[src/rtl/arbitro_memoria.sv]
`default_nettype none
// +----------------------------------------------------------------------------+
// | Module  : arbitro_memoria                                                  |
// | Brief   : Three-way arbiter (uart, dados, if) onto one shared memory port, |
// |           with wait timeout and sticky error flag. Optional macro          |
// |           ARBITRO_ROUND_ROBIN_EN alternates dados/if when both pending.    |
// | Revision: 1.0 - initial release                                            |
// +----------------------------------------------------------------------------+
module arbitro_memoria #(
    parameter int TIMEOUT = 255
) (
    input  logic        clock,
    input  logic        reset,
    input  logic        if_req,
    input  logic [31:0] if_addr,
    output logic        if_gnt,
    output logic        if_valid,
    output logic [31:0] if_rdata,
    input  logic        dados_req,
    input  logic        dados_we,
    input  logic [31:0] dados_addr,
    input  logic [31:0] dados_wdata,
    output logic        dados_gnt,
    output logic        dados_valid,
    output logic [31:0] dados_rdata,
    input  logic        uart_req,
    input  logic        uart_we,
    input  logic [31:0] uart_addr,
    input  logic [31:0] uart_wdata,
    output logic        uart_gnt,
    output logic        uart_valid,
    output logic        mem_en,
    output logic        mem_we,
    output logic [31:0] mem_addr,
    output logic [31:0] mem_wdata,
    input  logic [31:0] mem_rdata,
    input  logic        mem_ready,
    output logic        stall,
    output logic        erro
);

    typedef enum logic [1:0] {
        OCIOSO = 2'd0,
        ACESSO = 2'd1,
        ESPERA = 2'd2
    } estado_t;

    typedef enum logic [1:0] {
        DONO_IF    = 2'd0,
        DONO_DADOS = 2'd1,
        DONO_UART  = 2'd2
    } dono_t;

    localparam logic [7:0] C_TIMEOUT    = 8'(TIMEOUT);
    localparam logic       C_TIMEOUT_EN = (TIMEOUT != 0);

    estado_t     r_estado;
    dono_t       r_dono;
    logic [7:0]  r_espera;
`ifdef ARBITRO_ROUND_ROBIN_EN
    logic        r_ultimo_dados;
`endif

    dono_t       w_dono;
    logic        w_algum;
    logic        w_we;
    logic [31:0] w_addr;
    logic [31:0] w_wdata;
    logic        w_timeout;

    assign w_algum   = uart_req | dados_req | if_req;
    assign w_timeout = C_TIMEOUT_EN && ((r_espera + 8'd1) == C_TIMEOUT);

    always_comb begin
        w_dono = DONO_IF;
        if (uart_req) begin
            w_dono = DONO_UART;
        end else if (dados_req && if_req) begin
`ifdef ARBITRO_ROUND_ROBIN_EN
            w_dono = r_ultimo_dados ? DONO_IF : DONO_DADOS;
`else
            w_dono = DONO_DADOS;
`endif
        end else if (dados_req) begin
            w_dono = DONO_DADOS;
        end
    end

    // Instruction fetch never writes, so its we/wdata are forced to zero.
    always_comb begin
        w_we    = 1'b0;
        w_addr  = if_addr;
        w_wdata = 32'd0;
        case (w_dono)
            DONO_UART: begin
                w_we    = uart_we;
                w_addr  = uart_addr;
                w_wdata = uart_wdata;
            end
            DONO_DADOS: begin
                w_we    = dados_we;
                w_addr  = dados_addr;
                w_wdata = dados_wdata;
            end
            default: ;
        endcase
    end

    assign stall = ~reset & ((if_req & ~if_valid) | (dados_req & ~dados_valid) | uart_req |
                             ((r_estado != OCIOSO) && (r_dono == DONO_UART)));

    // mem_we/mem_addr/mem_wdata double as the latched transaction fields.
    always_ff @(posedge clock or posedge reset) begin
        if (reset) begin
            r_estado    <= OCIOSO;
            r_dono      <= DONO_IF;
            r_espera    <= 8'd0;
`ifdef ARBITRO_ROUND_ROBIN_EN
            r_ultimo_dados <= 1'b0;
`endif
            if_gnt      <= 1'b0;
            if_valid    <= 1'b0;
            if_rdata    <= 32'd0;
            dados_gnt   <= 1'b0;
            dados_valid <= 1'b0;
            dados_rdata <= 32'd0;
            uart_gnt    <= 1'b0;
            uart_valid  <= 1'b0;
            mem_en      <= 1'b0;
            mem_we      <= 1'b0;
            mem_addr    <= 32'd0;
            mem_wdata   <= 32'd0;
            erro        <= 1'b0;
        end else begin
            if_gnt      <= 1'b0;
            dados_gnt   <= 1'b0;
            uart_gnt    <= 1'b0;
            if_valid    <= 1'b0;
            dados_valid <= 1'b0;
            uart_valid  <= 1'b0;
            case (r_estado)
                OCIOSO: begin
                    if (w_algum) begin
                        r_estado  <= ACESSO;
                        r_dono    <= w_dono;
                        r_espera  <= 8'd0;
                        mem_en    <= 1'b1;
                        mem_we    <= w_we;
                        mem_addr  <= w_addr;
                        mem_wdata <= w_wdata;
                        if_gnt    <= (w_dono == DONO_IF);
                        dados_gnt <= (w_dono == DONO_DADOS);
                        uart_gnt  <= (w_dono == DONO_UART);
`ifdef ARBITRO_ROUND_ROBIN_EN
                        if (w_dono != DONO_UART) begin
                            r_ultimo_dados <= (w_dono == DONO_DADOS);
                        end
`endif
                    end
                end
                ACESSO, ESPERA: begin
                    if (mem_ready || w_timeout) begin
                        r_estado  <= OCIOSO;
                        mem_en    <= 1'b0;
                        mem_we    <= 1'b0;
                        mem_addr  <= 32'd0;
                        mem_wdata <= 32'd0;
                        if (!mem_ready) begin
                            erro <= 1'b1;
                        end
                        case (r_dono)
                            DONO_IF: begin
                                if_valid <= 1'b1;
                                if_rdata <= mem_ready ? mem_rdata : 32'd0;
                            end
                            DONO_DADOS: begin
                                dados_valid <= 1'b1;
                                if (!mem_ready) begin
                                    dados_rdata <= 32'd0;
                                end else if (!mem_we) begin
                                    dados_rdata <= mem_rdata;
                                end
                            end
                            default: uart_valid <= 1'b1;
                        endcase
                    end else begin
                        r_estado <= ESPERA;
                        r_espera <= r_espera + 8'd1;
                    end
                end
                default: r_estado <= OCIOSO;
            endcase
        end
    end

endmodule
`default_nettype wire

[config.mk]
export PLATFORM = sky130hd
export DESIGN_NAME = arbitro_memoria
export DESIGN_NICKNAME = d
export VERILOG_FILES = /design/src/rtl/arbitro_memoria.sv
export SDC_FILE = /design/constraint.sdc
export NUM_CORES = 1
export LEC_CHECK = 0
export ABC_CLOCK_PERIOD_IN_PS = 14200
export CORE_ASPECT_RATIO = 1.5
export CORE_MARGIN = 1.5
export CORE_UTILIZATION = 30
export CTS_BUF_LIST = sky130_fd_sc_hd__clkbuf_8
export DETAILED_ROUTE_END_ITERATION = 12
export HOLD_SLACK_MARGIN = 0.12
export PLACE_DENSITY = 0.62
export SLEW_MARGIN = 20
export SYNTH_ARGS = -nofsm -noshare
export SYNTH_HDL_FRONTEND = slang
export SYNTH_SLANG_ARGS = --single-unit
export TNS_END_PERCENT = 1
[constraint.sdc]
create_clock -name clock -period 14.2 [get_ports clock]
set_input_delay 3.55 -clock clock [delete_from_list [all_inputs] [get_ports clock]]
set_output_delay 3.55 -clock clock [all_outputs]
set_load 0.03 [all_outputs]
# Word level (Yosys, flattened, before mapping)
# Index checks and enable logic that the tools add are counted.
dict set report totals {
  reg_bits 149
  latchBits 0
  mem_bits_rw 0
  romBits 0
  out_inout_bits 138
  word_cells 96
  memories 0
}
dict set report op_classes {
  addsub 1
  multipliers 0
  n_div 0
  n_lt_le_gt_ge 0
  eq_ne 11
  shift 0
  n_mux 40
  n_bitwise 12
  n_reduce_logical 16
}
# operator n
set ops {}
lappend ops {{one-hot mux 32 bit (2 select lines)} 4}
lappend ops {{2-to-1 mux 32 bit} 6}
lappend ops {{2-to-1 mux 1 bit} 20}
lappend ops {{2-to-1 mux 8 bit} 2}
lappend ops {{one-hot mux 8 bit (2 select lines)} 1}
lappend ops {{AND reduction 3 bit} 4}
lappend ops {{adder 8 x 1 -> 8 bit, second input constant} 1}
lappend ops {{equality test 8 bit, second input constant} 1}
lappend ops {{inequality test 2 bit, second input constant} 4}
lappend ops {{equality test 2 x 1 -> 1 bit, second input constant} 3}
lappend ops {{equality test 2 bit, second input constant} 3}
lappend ops {{logical NOT 2 bit} 3}
lappend ops {{2-to-1 mux 2 bit} 3}
lappend ops {{one-hot mux 1 bit (2 select lines)} 3}
lappend ops {{OR 1 bit} 5}
lappend ops {{inverter 1 bit} 4}
lappend ops {{one-hot mux 2 bit (2 select lines)} 1}
lappend ops {{AND reduction 4 bit} 1}
lappend ops {{nonzero test 2 bit} 2}
lappend ops {{OR reduction 2 bit} 2}
lappend ops {{AND 1 bit} 3}
lappend ops {{logical AND 1 bit} 2}
lappend ops {{AND reduction 2 bit} 1}
lappend ops {{logical OR 1 bit} 1}

# Longest topological paths before layout
# Gate-level depths: netlist (run 1).
dict set report depth {
  ltp_word 7
  depth_mapped 10
  mapped_depth_nobuf 8
}

# Worst setup path after synthesis (run 1)
# No wires, ideal clock.
dict set report synth_path {
  kind {in2out}
  startpoint {input dados_req}
  endpoint {output stall}
  arrival_time_ps 4954
  required_time_ps 10650
  path_slack_ps 5696
  path_stages 4
  path_cell_list {clkbuf_1 buf_1 a221oi_1 a21oi_1}
}
dict set report synth_between {
  elab_chain_len 5
}
# element line_no
set synth_rtl {}
lappend synth_rtl {{start: declaration} 19} ;# input logic dados_req,
lappend synth_rtl {{AND 1 bit} 109} ;# assign stall = ~reset & ((if_req & ~if_valid) | (dados_req & ~dados_valid) | uart_req |
lappend synth_rtl {{OR 1 bit (3 in a row)} 109}
lappend synth_rtl {{AND 1 bit} 109}
lappend synth_rtl {{end: declaration} 38} ;# output logic stall,
# No other way between the ends.

# Worst setup path in the final report (run 1)
dict set report layout_path {
  startpoint {input if_req}
  endpoint {output stall}
}
dict set report layout_between {
  elab_chain_len 5
}
# element line_no
set layout_rtl {}
lappend layout_rtl {{start: declaration} 14} ;# input logic if_req,
lappend layout_rtl {{AND 1 bit} 109}
lappend layout_rtl {{OR 1 bit (3 in a row)} 109}
lappend layout_rtl {{AND 1 bit} 109}
# No other way between the ends.

==> results.md, run 1 <==
Run status:
- The run finished with clean final reports.

Cells and area:
- From synthesis to final layout, the design area changed by 60.0%.
- The number of antenna repair diodes is 0.
- After the last flow step, the layout net total stands at 1085.
- The fraction of final layout cells with drive strength greater than 1 is 6.38%.

Critical path:
- The terminus of the critical flop-to-flop path is mem_addr[5].
- Across all register-to-register paths, the minimum setup slack is 11.15 ns.
- The cell with the most instances on the worst path is clkdlybuf4s50_1.
- The critical path is of the input port to output port type.
- Walking the worst path, the cells encountered are clkdlybuf4s50_1 > a221oi_1 > a21oi_1 > clkdlybuf4s50_1.
- The arrival time at the worst endpoint is 5.12 ns.
- The kind of capture point of the worst setup path is an output port.
- The launch instance of the worst register-to-register path is r_espera[0].
- The cell with the largest stage delay on the worst path is clkdlybuf4s50_1.
- The stage delay of the slowest cell on the critical path is 0.68 ns.
- The startpoint class of the critical path is an input port.
- The required arrival time at the worst endpoint is 10.65 ns.
- In this run the worst path has a maximum fanout of 6.
- The worst register-to-register path has a depth of 8.

Detailed routing:
- In the final routed layout, each cell accounts on average for 19.2 microns.
- The final route contains 5908 vias.
- The post-detailed-route via-to-cell ratio is 5.07.
- For this run, design rule violations remaining after detail routing come to 0.
- The post-detailed-routing wire length is 22.4 mm.
- The number of DRC violations after detailed-routing iteration 0 is 186.
- The count of nets left with antenna violations once routing finished came out at 0.
- The first detailed-routing pass ran for 4 iterations.

Timing:
- The minimum setup slack in the final design is 5.53 ns.
- The worst-margin pin slew is 0.828 ns.
- Setup repair after global routing left no endpoint under its margin.
- The routed design could run at a clock period as short as 8.67 ns.
- Clock skew on the completed layout was measured at 0.0205 ns.
- Based on the critical path, the design can be clocked at up to 0.115 GHz.
- The worst slew margin relative to its limit is 44.8%.
- The total count of max-transition violations in the final report is 0.
- The final hold violation count was 0.
- The part of the cycle the worst path needs is 61.0%.
- Setup violations remaining at the end of the flow were counted as 0.
- Setup total negative slack on the finished layout was measured at 0 ns.

Power and ir drop:
- The internal power consumption is 1.29 mW.
- For this design the static power due to leakage is 4.34 nW.
- The clock network accounts for 14.0% of the total power.
- The switching power of the nets is 1.04 mW.
- The highest ir drop seen on vdd is 0.140 mV.
- The power density over the cells is 221 nW/um^2.
- The switching share of total power is 44.5%.
- The sequential power share is 31.1%.
- Of the total power, combinational logic draws 54.9%.

Hold path:
- Counting instances, the worst hold path has a depth of 1.
- The worst hold path belongs to the class flop to flop.
- In this run the most critical hold path is launched from erro.
- The worst hold path terminates at erro.

Run:
- The number of max-cap violations is 0.

Floorplan:
- Pin placement for this block handled 338 I/O pins.
- The initialized floorplan defines 66 standard-cell rows.
- From bottom edge to top edge, the die measures 185 microns.
- The core footprint is 21600 sq um.
- The width of the die is 124 microns.
- The die footprint is 22900 sq um.
- For this configuration, the core starts out at a cell density of 30.5%.

Synth:
- The share of the synthesized area in the top cell type is 56.5%.
- The total number of yosys warnings is 0.
- After synthesis, flip-flops and latches occupy 56.5% of the total area.
- The fraction of synthesis flops using an asynchronous set or reset pin is 100%.
- Ranked by instance count, the synthesized netlist is headed by dfrtp_1 (149), o2bb2ai_1 (65), a22o_1 (64).
- By area the synthesized netlist is led by dfrtp_1 (56%), o2bb2ai_1 (8.6%), a22o_1 (8.5%).
- The cell taking the most area after synthesis is dfrtp_1.
- Among all flip-flop cells after synthesis, the most frequent one is dfrtp_1.
- Each instance of the synthesized netlist takes up on average 11.7 sq um.
- The synthesized netlist contains 45 unique library cells.
- The most frequent cell after synthesis is dfrtp_1.
- The gate count of the mapped netlist is 566.
- The number of enable flip-flop cells after synthesis is 0.
- The number of nets in the synthesized netlist is 770.
- The cell area that synthesis handed to floorplanning was 6600 sq um.
- Synthesis inferred 149 register bits.

Global routing:
- The total grt overflow is 0.
- The number of global-route vias before repair came to 6094.
- Global routing used 19.5% of the available tracks.
- The number of antenna violations at the first check in global routing is 0.
- The maximum number of pins on one net before global-route repair is 91.
- The wire length of the first global-routing pass is 33.7 mm.

Clock network:
- Once the clock tree was built, the setup fixing pass inserted 0 buffers.
- The number of hold-repair buffers added at the cts stage is 0.
- The clock latency on the worst-skew pair is 0.45 ns.
- The H-tree was split into 4 levels.
- After clock tree synthesis, the repair step resized 0 gates.
- The tree built by TritonCTS fans out to 149 sinks.
- The TritonCTS clock tree is done.
- The number of CTS-inserted buffers is 17.
- CTS placed an instance of clkbuf_8 at the clock tree root.
- After clock tree synthesis, the clock-pin slew on the worst setup and hold paths is 0.08 ns.
- The largest buffer count on any clock path is 2.

Placement:
- The routability-driven placement congestion ratio is 0.850.
- In this run the tool buffered the top-level ports with 337 buffer cells.
- Once detailed placement completed, the half-perimeter wirelength came to 15.8 mm.
- The worst setup slack before clock tree synthesis is 5.53 ns.
==> per-stage QoR <==
step / area (sq um) / util [%] / instances / total power [mW] / hold WS (ns)
after global placement: 10200 / 47.0 / 1134 / 2.01 / 0.454
after CTS: 10600 / 48.8 / 1166 / 2.36 / 0.483
final: 10600 / 48.8 / 1166 / 2.33 / 0.478
after global routing: 10600 / 48.8 / 1166 / 2.47 / 0.496
after detailed placement: 10200 / 47.0 / 1134 / 2.02 / 0.457
after floorplan: 6600 / - / 566 / 1.47 / 0.461
==> cell families (layout without fill, tap and decap cells) <==
logic type,count (synthesis),count (layout),share of synthesized area (%)
AOI/OAI and AO/OA,225,225,27.0
DFF,149,149,56.5
and+or+nand+nor,94,94,6.73
buffers and inverters,61,389,4.04
muxes,33,33,5.00
adders and majority gates,4,4,0.758
==> cell usage in the layout, fill, tap and decap left out, drive strengths merged, types with 17 or more instances in the layout <==
cell,n
a22oi,33
clkdlybuf4s50,335
nor2,48
o2bb2ai,65
a21oi,34
inv,17
nand2,17
a22o,64
mux2i,33
clkbuf,18
dfrtp,149
==> final cells by class <==
cell class	count	area [sq um]
Fill cell	2039	11100
Sequential cell	149	3730
Timing Repair Buffer	347	3440
Multi-Input combinational cell	356	2620
Tap cell	272	340
Clock buffer	18	248
Clock inverter	14	141
Inverter	10	42.5
==> power groups by stage <==
stage	Combinational [mW]	Clock (mW)	Sequential, mW
final	1.28	0.327	0.724
after detailed placement	1.30	0	0.723
after global placement	1.28	0	0.729
after global routing	1.36	0.362	0.750
after floorplan	0.415	0	1.05
after CTS	1.30	0.342	0.725
==> layer usage <==
| layer | vias up | GRT usage [%] | routed length, microns |
|---|---|---|---|
| met4 | 0 | 7.68 | 583 |
| met2 | 238 | 32.6 | 10800 |
| li1 | 2780 | - | - |
| met5 | - | 0 | 0 |
| met3 | 34 | 6.50 | 2020 |
| met1 | 2856 | 22.7 | 9020 |
==> state kept, by name (all words and copies together), names as in the netlist, 2 cells and up <==
signal       cells
dados_rdata     32
if_rdata        32
mem_addr        32
mem_wdata       32
r_dono           2
r_espera         8
r_estado         2
==> how the worst max path moves through the flow <==
| stage | from | to | slack [ns] | cells past startpoint |
|---|---|---|---|---|
| after floorplan | dados_req | stall | 5.70 | 4 |
| after global placement | if_req | stall | 5.52 | 4 |
| after detailed placement | if_req | stall | 5.53 | 4 |
| after CTS | if_req | stall | 5.53 | 4 |
| after global routing | if_req | stall | 5.43 | 4 |
| final | if_req | stall | 5.53 | 4 |
==> critical path, delay by kind of cell <==
family,cells,cell delay (ns)
AOI/OAI and AO/OA,2,0.28
buffers and inverters,2,1.28
Note: power is estimated with default switching activity, not from simulation.
==> run 2: changes to the inputs <==
- ABC_CLOCK_PERIOD_IN_PS: 14200 -> 7200
- PLACE_DENSITY: 0.62 -> 0.65
- clock period: 14.2 -> 7.2 ns (I/O delays scaled with it)
==> results.md, run 2 (synthesis results as in run 1) <==
Run status:
- The run finished with clean final reports.

Power and ir drop:
- The sequential power share is 31.2% (about the same).
- The switching power of the nets is 2.04 mW (+96%).
- The portion of total power attributed to combinational logic came to 54.8% (about the same).
- The highest ir drop seen on vdd is 0.244 mV (+75%).
- The switching share of total power is 44.4% (-0.14 points).
- The power density over the cells was 434 nW/um^2 (+97%).
- The internal power consumption is 2.55 mW (+97%).
- The leakage dissipation is 4.33 nW (about the same).
- The total power of the final layout is 4.58 mW (+97%).
- The clock share of power came to 14.1% (about the same).

Global routing:
- The number of antenna violations at the first check in global routing was 0 (unchanged).
- The global router's overall resource usage is 19.3% (-0.20 points).
- The maximum number of pins on one net before global-route repair is 99 (+8.8%).
- The wire length of the first global-routing pass came to 33.2 mm (-1.3%).
- The number of global-route vias before repair was 5985 (-1.8%).
- The total grt overflow was 0 (unchanged).

Critical path:
- The kind of capture point of the worst setup path is an output port.
- The peak fanout along the critical path is 6 (unchanged).
- The required arrival time at the worst endpoint is 5.40 ns (-5.25 ns).
- The launch instance of the worst register-to-register path is r_espera[0].
- The worst setup path startpoint is if_req.
- STA classifies the critical path startpoint as an input port.
- The arrival time at the worst endpoint was 3.38 ns (-1.74 ns).
- The class of the most critical setup path is input port to output port.

Detailed routing:
- The count of nets left with antenna violations after detail routing is 0 (unchanged).
- The number of DRC violations after detailed-routing iteration 0 came to 207 (+11%).
- The post-detailed-route via-to-cell ratio was 5.02 (-1.0%).
- The routed via count is 5849 (-1.0%).
- The post-detailed-routing wire length is 22.3 mm (-0.64%).
- The number of remaining DRC errors came to 0 (unchanged).
- The first-pass iteration count of the detailed router was 4 (unchanged).
- The average wire per standard cell is 19.1 microns (-0.64%).

Floorplan:
- The cell row count was 66 (unchanged).
- The height of the chip came to 185 microns (unchanged).
- The die footprint was 22900 sq um (unchanged).
- The number of ports placed on the die boundary is 338 (unchanged).
- The core footprint came to 21600 sq um (unchanged).
- The effective utilization at floorplan came to 30.5% (unchanged).
- The width of the die is 124 microns (unchanged).

Timing:
- Setup repair after global routing left no endpoint under its margin.
- The post-route minimum period is 5.18 ns.
- The total count of max-transition violations in the final report is 0 (unchanged).
- The setup TNS after final layout is 0 ns (unchanged).
- The worst-margin pin slew came to 0.889 ns (+0.0610 ns).
- The fmax is 0.193 GHz.
- The final hold violation count is 0 (unchanged).
- The worst slew margin relative to its limit is 40.8% (-4.1 points).
- The number of setup violations in the final report is 0 (unchanged).
- The final critical path takes up 71.9% of the cycle.
- The minimum setup slack in the final design is 2.02 ns (-3.51 ns).
- The worst-case clock skew is 0.0208 ns (+0.000307 ns).

Hold path:
- The worst hold path class is flop to flop.
- The source of the worst hold timing path is erro.

Clock network:
- The largest buffer count on any clock path is 2 (unchanged).
- The number of resized instances in the post-cts repair step is 0 (unchanged).
- The number of hold-repair buffers added at the cts stage is 0 (unchanged).
- The number of buffers inserted to repair setup after CTS is 0 (unchanged).
- The level count of the clock H-tree is 4 (unchanged).
- The clock latency on the worst-skew pair is 0.45 ns (about the same).
- The cell chosen for the clock root is clkbuf_8.
- The clock-pin slew of the registers on the worst-case setup and hold paths is 0.09 ns (about the same).
- The clock sink count is 149 (unchanged).
- The TritonCTS clock tree is done.
- The number of CTS-inserted buffers is 17 (unchanged).

Cells and area:
- The fraction of final layout cells with drive strength greater than 1 came to 6.38% (unchanged).
- The filler cell count in the final layout is 2019 (-0.98%).
- The layout overhead on the synthesized area came to 60.0% (about the same).
- The net total in the final layout is 1085 (unchanged).
- The number of antenna repair diodes is 0 (unchanged).
- The library cells used most frequently in the layout, excluding fill and tap cells, are clkdlybuf4s50_1 (335), dfrtp_1 (149), o2bb2ai_1 (65), a22o_1 (64), nor2_1 (47).
- The final non-filler cell area came to 10600 sq um (about the same).
- The leading cell type in the layout, fill and taps excluded is clkdlybuf4s50_1.

Placement:
- The worst setup slack before clock tree synthesis is 2.05 ns (-3.48 ns).
- The routability-driven placement congestion ratio is 0.843 (-0.78%).
- The quantity of I/O buffers inserted on ports is 337 (unchanged).
- The placed wire-length estimate after detailed placement is 15.9 mm (+1.1%).
- The placed cell area came to 10200 sq um (unchanged).

Run:
- The number of max-cap violations was 0 (unchanged).
==> run 2: cell count changes in the layout (fill, tap and decap cells not counted) <==
cell / change
inv_6: +1
clkinv_4: -2
clkinvlp_4: +1
==> run 2: critical path, cell delays in order <==
cell and delay (ns):
clkdlybuf4s50_1 0.60, a221oi_1 0.13, a21oi_1 0.17, clkdlybuf4s50_1 0.69
==> run 2: stage by stage <==
step / hold WS, ns / util [%] / cells
CTS: 0.485 / 48.8 / 1166
global route: 0.498 / 48.8 / 1166
detailed placement: 0.461 / 47.0 / 1134
finish: 0.478 / 48.8 / 1166
floorplan: 0.461 / - / 566
global placement: 0.459 / 47.0 / 1134
==> run 2: metal layers <==
metal	track usage [%]	up-vias	part of all wire [%]
met5	0	-	0
met4	6.36	0	2.0
met3	6.16	28	8.5
met2	32.9	234	49
met1	22.7	2804	41
li1	-	2783	-
==> run 2: final cells by class <==
class,count,area (sq um),share of cell area (%)
clock buffers,18,248,2.35
clock inverters,14,140,1.33
inverters,10,42.5,0.403
multi-input cells,356,2620,24.8
flip-flops and latches,149,3730,35.3
well taps,272,340,3.22
repair buffers,347,3440,32.6
==> run 2: worst paths after layout <==
kind	endpoint	depth (start not counted)	slack [ns]
worst min register to register	erro	1	0.48
worst max register to register	mem_wdata[25]	8	4.09
worst max-delay path	stall	4	2.02
max in group asynchronous	dados_rdata[4]	3	4.02
min in group asynchronous	if_gnt	2	1.95
worst min-delay path	erro	1	0.48
==> run 2: power groups by stage <==
stage | sequential [mW] | combinational [mW] | clock, mW
2_1_floorplan | 2.08 | 0.819 | 0
3_3_place_gp | 1.44 | 2.50 | 0
3_5_place_dp | 1.43 | 2.54 | 0
4_1_cts | 1.43 | 2.54 | 0.671
5_1_grt | 1.48 | 2.67 | 0.702
6_report | 1.43 | 2.51 | 0.645
